<file path="src/rtl/rf_write_arbiter.sv">
`default_nettype none
// ============================================================================
// Module      : rf_write_arbiter
// Description : Round-robin writeback arbiter (ALU vs. load) for the register
//               file write port, with a registered write stage and a
//               pending-write scoreboard for decode hazard checks.
// Revision    : 1.0 - initial release
// ============================================================================
module rf_write_arbiter #(
    parameter int DATA_WIDTH = 32,
    parameter int ADDR_WIDTH = 5
) (
    input  logic                       clk,
    input  logic                       resetn,
    input  logic                       alu_valid,
    output logic                       alu_ready,
    input  logic [ADDR_WIDTH-1:0]      alu_rd,
    input  logic [DATA_WIDTH-1:0]      alu_data,
    input  logic                       mem_valid,
    output logic                       mem_ready,
    input  logic [ADDR_WIDTH-1:0]      mem_rd,
    input  logic [DATA_WIDTH-1:0]      mem_data,
    input  logic                       claim_valid,
    input  logic [ADDR_WIDTH-1:0]      claim_rd,
    output logic                       rf_we,
    output logic [ADDR_WIDTH-1:0]      rf_waddr,
    output logic [DATA_WIDTH-1:0]      rf_wdata,
    output logic [2**ADDR_WIDTH-1:0]   pending
);

    localparam int         c_NUM_REGS  = 2**ADDR_WIDTH;
    localparam logic [0:0] c_GRANT_ALU = 1'b0;
    localparam logic [0:0] c_GRANT_MEM = 1'b1;

    logic [0:0]            r_last_grant;
    logic                  r_we;
    logic [ADDR_WIDTH-1:0] r_waddr;
    logic [DATA_WIDTH-1:0] r_wdata;
    logic [c_NUM_REGS-1:0] r_pending;
    logic [c_NUM_REGS-1:0] w_pending_next;
    logic                  w_alu_ready;
    logic                  w_mem_ready;
    logic                  w_xfer;
    logic [ADDR_WIDTH-1:0] w_rd;
    logic [DATA_WIDTH-1:0] w_data;

    // Ready never depends on r_we: the output stage drains every cycle.
    always_comb begin
        w_alu_ready = 1'b0;
        w_mem_ready = 1'b0;
        if (resetn) begin
            if (alu_valid && mem_valid) begin
                w_alu_ready = (r_last_grant == c_GRANT_MEM);
                w_mem_ready = (r_last_grant == c_GRANT_ALU);
            end else begin
                w_alu_ready = alu_valid;
                w_mem_ready = mem_valid;
            end
        end
    end

    always_comb begin
        w_xfer = w_alu_ready || w_mem_ready;
        w_rd   = w_mem_ready ? mem_rd   : alu_rd;
        w_data = w_mem_ready ? mem_data : alu_data;
    end

    // Claim is applied after the clear so a same-index claim stays outstanding.
    always_comb begin
        w_pending_next = r_pending;
        if (w_xfer && (w_rd != '0)) begin
            w_pending_next[w_rd] = 1'b0;
        end
        if (claim_valid && (claim_rd != '0)) begin
            w_pending_next[claim_rd] = 1'b1;
        end
        w_pending_next[0] = 1'b0;
    end

    always_ff @(posedge clk) begin
        if (!resetn) begin
            r_last_grant <= c_GRANT_MEM;
            r_we         <= 1'b0;
            r_waddr      <= '0;
            r_wdata      <= '0;
            r_pending    <= '0;
        end else begin
            r_we      <= w_xfer && (w_rd != '0);
            r_pending <= w_pending_next;
            if (w_xfer) begin
                r_last_grant <= w_mem_ready ? c_GRANT_MEM : c_GRANT_ALU;
                r_waddr      <= w_rd;
                r_wdata      <= w_data;
            end
        end
    end

    assign alu_ready = w_alu_ready;
    assign mem_ready = w_mem_ready;
    assign rf_we     = r_we;
    assign rf_waddr  = r_waddr;
    assign rf_wdata  = r_wdata;
    assign pending   = r_pending;

endmodule
`default_nettype wire

</file>
<file path="config.mk">
export PLATFORM = sky130hd
export DESIGN_NAME = rf_write_arbiter
export DESIGN_NICKNAME = d
export VERILOG_FILES = /design/src/rtl/rf_write_arbiter.sv
export SDC_FILE = /design/constraint.sdc
export NUM_CORES = 1
export LEC_CHECK = 0
export ABC_AREA = 1
export CAP_MARGIN = 0
export CORE_AREA = 2 2 136 72
export CTS_BUF_LIST = sky130_fd_sc_hd__clkbuf_2 sky130_fd_sc_hd__clkbuf_4 sky130_fd_sc_hd__clkbuf_8
export DETAILED_ROUTE_END_ITERATION = 8
export DIE_AREA = 0 0 138 74
export MAX_ROUTING_LAYER = met4
export PLACE_DENSITY = 0.8
export SLEW_MARGIN = 20
export SYNTH_ARGS = -nofsm -noshare
export SYNTH_HDL_FRONTEND = slang
export SYNTH_SLANG_ARGS = --single-unit
export TNS_END_PERCENT = 10
</file>
<file path="constraint.sdc">
create_clock -name clk -period 1.4 [get_ports clk]
set_input_delay 0.28 -clock clk [delete_from_list [all_inputs] [get_ports clk]]
set_output_delay 0.28 -clock clk [all_outputs]
set_load 0.05 [all_outputs]
</file>
* Yosys cells after proc, flatten, opt, wreduce, memory -nomap -nowiden
Cells that the tools add are included.
** Word-level totals
- Output and inout port bits :: 72
- Bits of input ports :: 84
- Bits in registers :: 71
- Logic and storage cells :: 35
** Cells by class
- Bitwise gates (word level) :: 4
- $lt $le $gt $ge :: 4
- Reduce and logical (&&, ||, !) cells :: 8
- Multiplexer cells :: 13
** Operator list (count)
- two-way mux 32 bit :: 3
- bitwise AND 32 bit :: 1
- NOT 32 bit :: 1
- OR 32 bit :: 1
- < comparator 5 x 6 -> 1 bit (second input constant) :: 2
- demux 1 bit (select 5 bit) :: 2
- greater-or-equal comparator 5 x 1 -> 1 bit (second input constant) :: 2
- nonzero test 5 bit :: 2
- two-way mux 1 bit :: 7
- logical AND 1 bit :: 5
- two-way mux 5 bit :: 1
- logical OR 1 bit :: 1
- NOT 1 bit :: 1

* Longest topological paths before layout
Gate-level depths: netlist of the first run.
- Depth in word-level cells :: 13
- Gate-level depth with buffers :: 12

* Worst setup path before layout of the first run
Ideal clock, no wire load.
- Kind :: register -> output
- Start :: register r_last_grant
- End :: output alu_ready
- Data required time :: 1.120 ns
- Stages on the path, launching flop included :: 3
- Buffers on the path :: 0
- Arrival :: 1.251 ns
- Slack :: -0.131 ns
- Path through :: dfxtp_1 > inv_1 > a21oi_1
** Between the ends
- Word-level cells in the longest chain between the ends :: 2
** Ends and longest elaborated chain
- start: declaration :: RTL line 35 : logic [0:0] r_last_grant;
- start signal: assignment :: RTL line 82 : r_last_grant <= c_GRANT_MEM;
- start signal: assignment :: RTL line 91 : r_last_grant <= w_mem_ready ? c_GRANT_MEM : c_GRANT_ALU;
- two-way mux 1 bit :: RTL line 52 : if (alu_valid && mem_valid) begin
- two-way mux 1 bit :: RTL line 51 : if (resetn) begin
- end: declaration :: RTL line 16 : output logic alu_ready,
Every way passes these cells.

* Final worst setup path of the first run
- Start :: register r_last_grant
- End :: register r_pending[12], in the netlist pending[12]
** Between the ends
- Word-level cells in the longest chain between the ends :: 13
** Ends and longest elaborated chain
- NOT 1 bit :: RTL line 54 : w_mem_ready = (r_last_grant == c_GRANT_ALU);
- two-way mux 1 bit :: RTL line 52
- two-way mux 1 bit :: RTL line 51
- two-way mux 5 bit :: RTL line 64 : w_rd = w_mem_ready ? mem_rd : alu_rd;
- < comparator 5 x 6 -> 1 bit (not written as such) / greater-or-equal comparator 5 x 1 -> 1 bit (equally long branches) :: RTL line 72 : w_pending_next[w_rd] = 1'b0;
- logical AND 1 bit (not written as such) :: RTL line 72
- two-way mux 1 bit (not written as such) :: RTL line 72
- demux 1 bit (select 5 bit) :: RTL line 72
- NOT 32 bit (no source line)
- bitwise AND 32 bit (no source line)
- two-way mux 32 bit * :: RTL line 71 : if (w_xfer && (w_rd != '0)) begin
- OR 32 bit (no source line)
- two-way mux 32 bit * :: RTL line 74 : if (claim_valid && (claim_rd != '0)) begin
- end signal: assignment :: RTL line 89 : r_pending <= w_pending_next;
- end: declaration :: RTL line 39 : logic [c_NUM_REGS-1:0] r_pending;
Mark *: on every way between the ends. The rest lies on a longest branch, timed or not.
A chain may end at the register's enable or synchronous reset.

==> flow_summary.yaml, run 1 <==
status:
  status: "finished, violations left"
  failed_checks: "setup timing"
synth:
  seq_area_frac_synth_pct: 42.3
  synth-seq-cells: 70
  yosysWarnings: 0
  synth_nets: 537
  netlist_instances: 453
  ys_types: 28
  synth_area_um2: 3310
  synth.avg_cell_area_um2: 7.31
place:
  dp_slack_ns: -0.759
  place_inst: 747
  port-buffer-count: 154
  place_congestion: 0.925
  dpl.hpwl_um: 9270
critical_path:
  critPathLaunchType: "flip-flop"
  cp-end-kind: "flip-flop"
  crit_fanout: 6
  path_class: "flip-flop to flip-flop"
  critPathArrivalTime_ns: 1.90
  critPathRequiredTime_ns: 1.65
detailed_routing:
  wl_per_cell_um: 20.3
  ant_nets: 0
  drc: 0
  drt_iter0_drc: 536
  via_count: 4456
  drt_wl_total_um: 15900
  first_pass_iters: 5
  vias_per_cell: 5.68
sta:
  rsz0062_at_grt: "yes"
  post-route-period-util_pct: 118
  fin_setup_tns_ns: -5.67
  hold_ws_ns: 0.508
  slew_violations: 0
  setup_slack_ns: -0.255
  fin_skew_ns: 0.0140
  max_freq_mhz: 604
  finalSetupViolCount: 35
  hold_viol_final: 0
  fin_crit_ns: 1.66
pwr:
  p_sw_share_pct: 34.1
  max-vdd-ir-drop_mv: 0.463
  intPower_mw: 3.94
  pwr-share-clk_pct: 28.1
  p_comb_share_pct: 34.4
  power_density_nw_per_um2: 890
  pwr-share-seq_pct: 37.5
  power.switching_mw: 2.04
  p_leak_nw: 2.59
floorplan:
  die_area_um2: 10200
  dieWidth_um: 138
  initial_core_util_pct: 36.5
  core_area_um2: 9070
  die_h_um: 74
  io_pins: 156
  rows: 25
layout:
  drive_gt1_share_pct: 35.6
  final_cells: 784
  syn_to_final_growth_pct: 103
  utilization_pct: 74.0
  nets: 742
  antenna_cells: 0
clocking:
  h-tree-depth: 3
  cts_buffers: 9
  cts_tree: "yes"
  clk_pin_slew_ns: 0.07
  insertion_delay_ns: 0.36
  cts_sinks: 70
  cts-root-buf: "clkbuf_8"
  hold_buffers: 0
  clockBufferDepth: 2
global_routing:
  track_usage_pct: 28.5
  grt-ovfl-total: 0
  antenna_found_initial: 0
  first_global_vias: 4213
  grt_max_degree: 40
  grt_pass1_wl_um: 22100
worst_hold_path:
  hold_class: "flip-flop to flip-flop"
run:
  max_cap_viol_count: 0
## synth_stat cells, drive strengths merged
cell type / number / share of area, %
nand2: 87 / 12
o21ai: 78 / 12
dfxtp: 70 / 42
nand3: 63 / 11
nor2: 54 / 6.8
a21oi: 34 / 6.5
inv: 21 / 2.4
clkbuf: 18 / 2.0
nor3: 10 / 1.5
buf: 6 / 1.4
nand4: 6 / 1.1
a31o: 2 / 0.53
clkinv: 1 / 0.26
conb: 1 / 0.11
nand3b: 1 / 0.23
o211ai: 1 / 0.23
## registers in the layout, indices dropped and copies added, names as in the netlist
signal and flops:
rf_we 1, r_last_grant 1, pending 31, rf_waddr 5, rf_wdata 32
## worst max-delay path, cell delays in order (launching register included)
cell and delay, ns:
dfxtp_2 0.34, nand2_4 0.11, buf_12 0.14, nand3_4 0.09, nand2_4 0.10, buf_4 0.14
nand3_1 0.21, inv_1 0.17, nand4_1 0.12, nand2_1 0.08, a21oi_1 0.05
## logic make-up after synthesis
group / Yosys count / share of synthesized area, %
AOI/OAI and AO/OA: 115 / 19.1
other: 1 / 0.113
and+or+nand+nor: 221 / 32.4
buffers and inverters: 46 / 6.04
DFF: 70 / 42.3
## stage by stage
stage                     power, mW  instance area (µm²)
after floorplan                3.02                 3320
after global placement         3.99                 5970
after detailed placement       4.04                 5970
after CTS                      5.80                 6510
after global routing           6.16                 6710
final                          5.98                 6710
## layer usage
layer | wire, µm | vias up | GRT usage [%]
met4 | 697 | 0 | 11.2
met3 | 1780 | 98 | 7.92
li1 | - | 1941 | -
met5 | 0 | - | -
met1 | 6240 | 2048 | 35.0
met2 | 7190 | 369 | 45.5
## final timing paths
kind / startpoint / to / slack, ns / cells after the start
worst max-delay path: r_last_grant / pending[12] / -0.26 / 10
worst min-delay path: pending[12] / pending[12] / 0.51 / 2
worst max register to register: r_last_grant / pending[12] / -0.26 / 10
worst min register to register: pending[12] / pending[12] / 0.51 / 2
## repair_timing
| item | CTS | global route |
|---|---|---|
| setup endpoints to repair | 70 | 64 |
| buffers inserted | 12 | 8 |
| resized for setup | 45 | 56 |
| gates cloned | 2 | 0 |
| pin swaps | 12 | 19 |
| hold endpoints to repair | 0 | 0 |
## power by group through the flow
| stage | sequential (mW) | clock (mW) | combinational, mW |
|---|---|---|---|
| after CTS | 2.24 | 1.68 | 1.89 |
| after floorplan | 2.61 | 0 | 0.406 |
| after global routing | 2.25 | 1.78 | 2.13 |
| final | 2.24 | 1.68 | 2.06 |
| after global placement | 2.27 | 0 | 1.72 |
| after detailed placement | 2.28 | 0 | 1.76 |
## final cells by class
class | count | area (µm²)
Timing Repair Buffer | 217 | 2840
Tap cell | 121 | 151
Fill cell | 568 | 2360
Clock buffer | 10 | 138
Clock inverter | 6 | 61.3
Multi-Input combinational cell | 338 | 2030
Sequential cell | 70 | 1400
Inverter | 22 | 95.1
## cells in the final DEF, fill, tap and decap left out, types with 11 or more instances in the layout
cell,netlist,layout
dfxtp_1,70,69
buf_4,1,49
nor2_1,52,39
nand3_1,52,43
nand2_2,7,15
a21oi_1,24,20
buf_12,0,76
inv_1,20,20
clkdlybuf4s50_1,0,80
o21ai_0,63,49
nand3_2,11,12
o21ai_1,14,28
a21oi_2,9,11
nand2_1,75,59
Note: power is estimated with default switching activity, not from simulation.
==> inputs of run 2 (changes only) <==
--- a/config.mk
+++ b/config.mk
@@ -6,11 +6,12 @@
 export NUM_CORES = 1
 export LEC_CHECK = 0
 export ABC_AREA = 1
+export ABC_CLOCK_PERIOD_IN_PS = 1400
 export CAP_MARGIN = 0
-export CORE_AREA = 2 2 136 72
+export CORE_AREA = 4 4 138 74
 export CTS_BUF_LIST = sky130_fd_sc_hd__clkbuf_2 sky130_fd_sc_hd__clkbuf_4 sky130_fd_sc_hd__clkbuf_8
 export DETAILED_ROUTE_END_ITERATION = 8
-export DIE_AREA = 0 0 138 74
+export DIE_AREA = 0 0 142 78
 export MAX_ROUTING_LAYER = met4
 export PLACE_DENSITY = 0.8
 export SLEW_MARGIN = 20
==> run 2 against run 1 <==
  * The flow still finishes with violations (setup timing)
  * Cell area is 2.2% lower
  * Setup slack better by 0.024 ns
  * Critical path depth is 1 lower
  * Highest routed layer unchanged
  * Combinational power is 5% lower
==> flow_summary.yaml, run 2 (synthesis results as in run 1) <==
global_routing:
  grt-ovfl-total: 0
  antenna_found_initial: 0
  grt_max_degree: 40
  track_usage_pct: 24.4
  grt_pass1_wl_um: 20700
  top_usage_layer: "met2"
  met3_usage_pct: 8.13
  met2_usage_pct: 38.9
  grt_use_met1_pct: 30.3
  first_global_vias: 4056
layout:
  final_cell_mix: "clkdlybuf4s50_1, buf_12, dfxtp_1"
  multi_input_area_um2: 2000
  syn_to_final_growth_pct: 98.2
  nFillCells: 597
  utilization_pct: 72.1
  nets: 734
  largest_register_ff_count: 32
  final_common_cell: "clkdlybuf4s50_1"
  drive_gt1_share_pct: 35.6
  antenna_cells: 0
  seq_area_um2: 1410
critical_path:
  crit_fanout: 7
  startpoint: "r_last_grant"
  cp-end-kind: "flip-flop"
  reg2reg_from: "r_last_grant"
  rrSetupSlack_ns: -0.23
  critPathLaunchType: "flip-flop"
  worstReg2RegEnd: "pending[31]"
  path_class: "flip-flop to flip-flop"
  r2r_cells: 9
  critPathArrivalTime_ns: 1.88
  critPathRequiredTime_ns: 1.65
clocking:
  clk_pin_slew_ns: 0.08
  cts-root-buf: "clkbuf_8"
  clockBufferDepth: 2
  hold_buffers: 0
  cts_sinks: 70
  cts_buffers: 9
  insertion_delay_ns: 0.36
  cts_tree: "yes"
  h-tree-depth: 3
detailed_routing:
  via_count: 4258
  drt_wl_total_um: 14500
  first_pass_iters: 5
  wl_per_cell_um: 18.7
  ant_nets: 0
  drc: 0
  drt_iter0_drc: 390
  vias_per_cell: 5.49
pwr:
  power_density_nw_per_um2: 873
  p_leak_nw: 2.53
  max-vdd-ir-drop_mv: 0.663
sta:
  setup_slack_ns: -0.232
  fin_skew_ns: 0.00662
  finalSetupViolCount: 64
  fin_setup_tns_ns: -6.07
  hold_viol_final: 0
  rsz0062_at_grt: "yes"
  max_freq_mhz: 613
  post-route-period-util_pct: 117
  slew_violations: 0
  fin_crit_ns: 1.63
worst_hold_path:
  min_from: "pending[16]"
  hold_class: "flip-flop to flip-flop"
  min_to: "pending[16]"
  hold_depth: 2
floorplan:
  dieWidth_um: 142
  die_area_um2: 11100
  io_pins: 156
  core_area_um2: 9100
  die_h_um: 78
  rows: 25
  initial_core_util_pct: 36.4
place:
  place_congestion: 0.893
  port-buffer-count: 154
  dpl.hpwl_um: 9710
  dp_slack_ns: -0.761
status:
  failed_checks: "setup timing"
  status: "finished, violations left"
run:
  max_cap_viol_count: 0
## run 2: cell types whose count changed in the layout (fill, tap and decap cells not counted), sizes merged
cell / previous run / this run
buf: 133 / 126
clkinv: 5 / 2
clkbuf: 12 / 14
bufinv: 1 / 0
clkinvlp: 1 / 0
dlygate4sd2: 0 / 1
## run 2: report_power, final
| group | internal [mW] | switching (mW) |
|---|---|---|
| logic | 0.923 | 1.04 |
| registers | 2.11 | 0.128 |
| clock network | 0.789 | 0.743 |
## run 2: how the worst max path moves through the flow
| stage | end | slack (ns) | cells after the start |
|---|---|---|---|
| 3_3_place_gp | pending[22] | -0.64 | 10 |
| 5_1_grt | pending[7] | -0.30 | 9 |
| 3_5_place_dp | pending[15] | -0.76 | 10 |
| 6_report | pending[31] | -0.23 | 9 |
| 2_1_floorplan | pending[22] | -0.08 | 10 |
| 4_1_cts | mem_ready | -0.21 | 4 |
## run 2: layout make-up
| class | count | share of cell area (%) |
|---|---|---|
| clock buffers | 14 | 2.65 |
| well taps | 121 | 2.31 |
| clock inverters | 1 | 0.0762 |
| repair buffers | 209 | 41.7 |
| flip-flops and latches | 70 | 21.4 |
| inverters | 22 | 1.37 |
| multi-input cells | 338 | 30.5 |
## run 2: what timing repair did
item,4_1_cts,5_1_grt
setup buffers,6,5
gates cloned,2,0
pin swaps,4,17
setup endpoints to repair,70,67
gates resized for setup,40,45
## run 2: per-stage QoR
| step | cells | power, mW | cell area (µm²) | hold WS, ns |
|---|---|---|---|---|
| after floorplan | 453 | 3.02 | 3320 | 0.442 |
| after global placement | 747 | 3.98 | 5960 | 0.494 |
| after detailed placement | 747 | 4.03 | 5960 | 0.492 |
| after CTS | 770 | 5.64 | 6350 | 0.501 |
| after global routing | 775 | 5.93 | 6570 | 0.524 |
| final | 775 | 5.73 | 6570 | 0.504 |
## run 2: per-layer routing
layer  part of all wire [%]  vias to the layer above
met4                    2.5                        0
met2                     46                      304
met1                     40                     1979
met5                      0                        -
li1                       -                     1932
met3                     11                       43
## run 2: worst max-delay path, cell delays in order, from the launching register on
cell and delay [ns]:
dfxtp_4 0.36, buf_6 0.12, a21oi_4 0.23, nand2_2 0.15
nand2_8 0.16, nand2_8 0.10, nor2_1 0.12, nand3_1 0.11
nand2_1 0.11, a21oi_2 0.06
==> inputs of run 3 (changes only) <==
--- a/config.mk
+++ b/config.mk
@@ -7,13 +7,14 @@
 export LEC_CHECK = 0
 export ABC_AREA = 1
 export ABC_CLOCK_PERIOD_IN_PS = 1400
-export CAP_MARGIN = 0
+export CAP_MARGIN = 20
 export CORE_AREA = 4 4 138 74
 export CTS_BUF_LIST = sky130_fd_sc_hd__clkbuf_2 sky130_fd_sc_hd__clkbuf_4 sky130_fd_sc_hd__clkbuf_8
 export DETAILED_ROUTE_END_ITERATION = 8
 export DIE_AREA = 0 0 142 78
 export MAX_ROUTING_LAYER = met4
 export PLACE_DENSITY = 0.8
+export REMOVE_ABC_BUFFERS = 1
 export SLEW_MARGIN = 20
 export SYNTH_ARGS = -nofsm -noshare
 export SYNTH_HDL_FRONTEND = slang
==> run 3 against run 2 <==
  * The flow still finishes with violations (setup timing)
  * Die area stayed put
  * First-iteration DRC count is 1.5% higher
  * Critical path depth is 1 higher
  * Non-clock buffer count is 2 higher
  * Sequential share of layout area is 0.35 points lower
  * Clock power is 11% higher
  * Setup slack better by 0.031 ns
  * Critical path type unchanged
  * Largest power group unchanged
  * Highest routed layer unchanged
==> flow_summary.yaml, run 3 (synthesis results as in run 1) <==
status:
  status: "finished, violations left"
  failed_checks: "setup timing"
global_routing:
  track_usage_pct: 25.4
  met2_usage_pct: 39.0
  antenna_found_initial: 0
  met3_usage_pct: 7.64
  grt_use_met1_pct: 32.7
  first_global_vias: 4126
  grt-ovfl-total: 0
  grt_pass1_wl_um: 21300
  top_usage_layer: "met2"
  grt_max_degree: 40
critical_path:
  critPathLaunchType: "flip-flop"
  reg2reg_from: "r_last_grant"
  critPathArrivalTime_ns: 1.85
  max_stage_delay_ns: 0.34
  crit_slowest_cell: "dfxtp_2"
  crit_chain: "buf_6, a21oi_4, nand2_2, nand2_4, buf_12, nand2_8, nor2_2, nand3_2, nand2_1, a21oi_2"
  cp-end-kind: "flip-flop"
  path_depth: 10
  path_buf_inv: 2
  rrSetupSlack_ns: -0.20
  r2r_cells: 10
  critPathTopFamily: "simple AND/OR/NAND/NOR gates"
  path_class: "flip-flop to flip-flop"
  critPathRequiredTime_ns: 1.65
  worstReg2RegEnd: "pending[14]"
  crit_fanout: 7
floorplan:
  die_area_um2: 11100
  core_area_um2: 9100
  die_h_um: 78
  io_pins: 156
  dieWidth_um: 142
  initial_core_util_pct: 36.4
  rows: 25
run:
  max_cap_viol_count: 0
clocking:
  h-tree-depth: 3
  cts_sinks: 70
  cts_tree: "yes"
  insertion_delay_ns: 0.35
  cts_buffers: 9
  cts-root-buf: "clkbuf_8"
  clk_pin_slew_ns: 0.08
  clockBufferDepth: 2
sta:
  hold_viol_final: 0
  max_freq_mhz: 625
  slew_violations: 0
  fin_setup_tns_ns: -4.02
  setup_slack_ns: -0.200
  post-route-period-util_pct: 114
  fin_crit_ns: 1.60
  rsz0062_at_grt: "yes"
  finalSetupViolCount: 35
  fin_skew_ns: 0.00719
layout:
  final_common_cell: "clkdlybuf4s50_1"
  seq_area_um2: 1400
  utilization_pct: 73.2
  final_area_um2: 6660
  syn_to_final_growth_pct: 101
  multi_input_area_um2: 2040
  nets: 736
  antenna_cells: 0
  largest_register_ff_count: 32
  nFillCells: 618
  drive_gt1_share_pct: 35.9
  final_cell_mix: "clkdlybuf4s50_1, buf_12, dfxtp_1"
pwr:
  p_leak_nw: 2.55
  total_power_mw: 5.93
  power_density_nw_per_um2: 890
  pwr-share-seq_pct: 37.7
  p_sw_share_pct: 32.9
  pwr-share-clk_pct: 28.7
  intPower_mw: 3.98
  p_comb_share_pct: 33.5
  max-vdd-ir-drop_mv: 0.492
  power.switching_mw: 1.95
place:
  place_congestion: 0.903
  port-buffer-count: 154
  dpl.hpwl_um: 9930
  dp_slack_ns: -0.777
  dpl_cell_area_um2: 5980
detailed_routing:
  drt_wl_total_um: 14500
  drt_iter0_drc: 396
  first_pass_iters: 5
  ant_nets: 0
  drc: 0
  wl_per_cell_um: 18.7
  via_count: 4200
  vias_per_cell: 5.40
worst_hold_path:
  min_to: "pending[8]"
  min_from: "pending[8]"
  hold_depth: 2
  hold_class: "flip-flop to flip-flop"
-- run 3: timing repair --
action,CTS,global route
cloned,2,0
hold buffers,0,0
setup endpoints to repair,69,64
gates resized for setup,31,59
pin swaps,8,23
setup buffers,6,6
-- run 3: through the flow --
stage	instances	hold slack, ns
2_1_floorplan	429	0.381
3_3_place_gp	748	0.486
3_5_place_dp	748	0.492
4_1_cts	772	0.504
5_1_grt	778	0.521
6_report	778	0.504
-- run 3: worst max-delay path by stage --
stage | slack (ns) | startpoint | endpoint
floorplan | -0.75 | mem_valid | pending[13]
global placement | -0.68 | alu_valid | pending[26]
detailed placement | -0.78 | resetn | pending[22]
CTS | -0.20 | r_last_grant | mem_ready
global route | -0.27 | r_last_grant | pending[14]
finish | -0.20 | r_last_grant | pending[14]
-- run 3: area by class of cell --
type                       count  area share (%)
clock buffer                  12            2.38
clock inverter                 4           0.676
inverter                      22            1.31
multi-input combinational    338            30.6
sequential                    70            21.0
tap                          121            2.27
timing repair buffer         211            41.7
-- run 3: power by group through the flow --
stage | clock, mW | combinational, mW | sequential, mW
after floorplan | 0 | 0.370 | 2.61
after global placement | 0 | 1.73 | 2.27
after detailed placement | 0 | 1.77 | 2.28
after CTS | 1.75 | 1.86 | 2.24
after global routing | 1.84 | 2.07 | 2.25
final | 1.70 | 1.99 | 2.24
-- run 3: worst register-to-register path, delay by kind of cell, from the launching register on --
| family | cells | cell delay (ns) |
|---|---|---|
| and+or+nand+nor | 6 | 0.64 |
| DFF | 1 | 0.34 |
| AOI/OAI and AO/OA | 2 | 0.27 |
| buffers and inverters | 2 | 0.25 |
-- run 3: per-layer routing --
layer / vias to the layer above / routed length [µm]
li1: 1940 / -
met1: 1987 / 6120
met2: 245 / 6850
met3: 28 / 1370
met4: 0 / 199
met5: - / 0
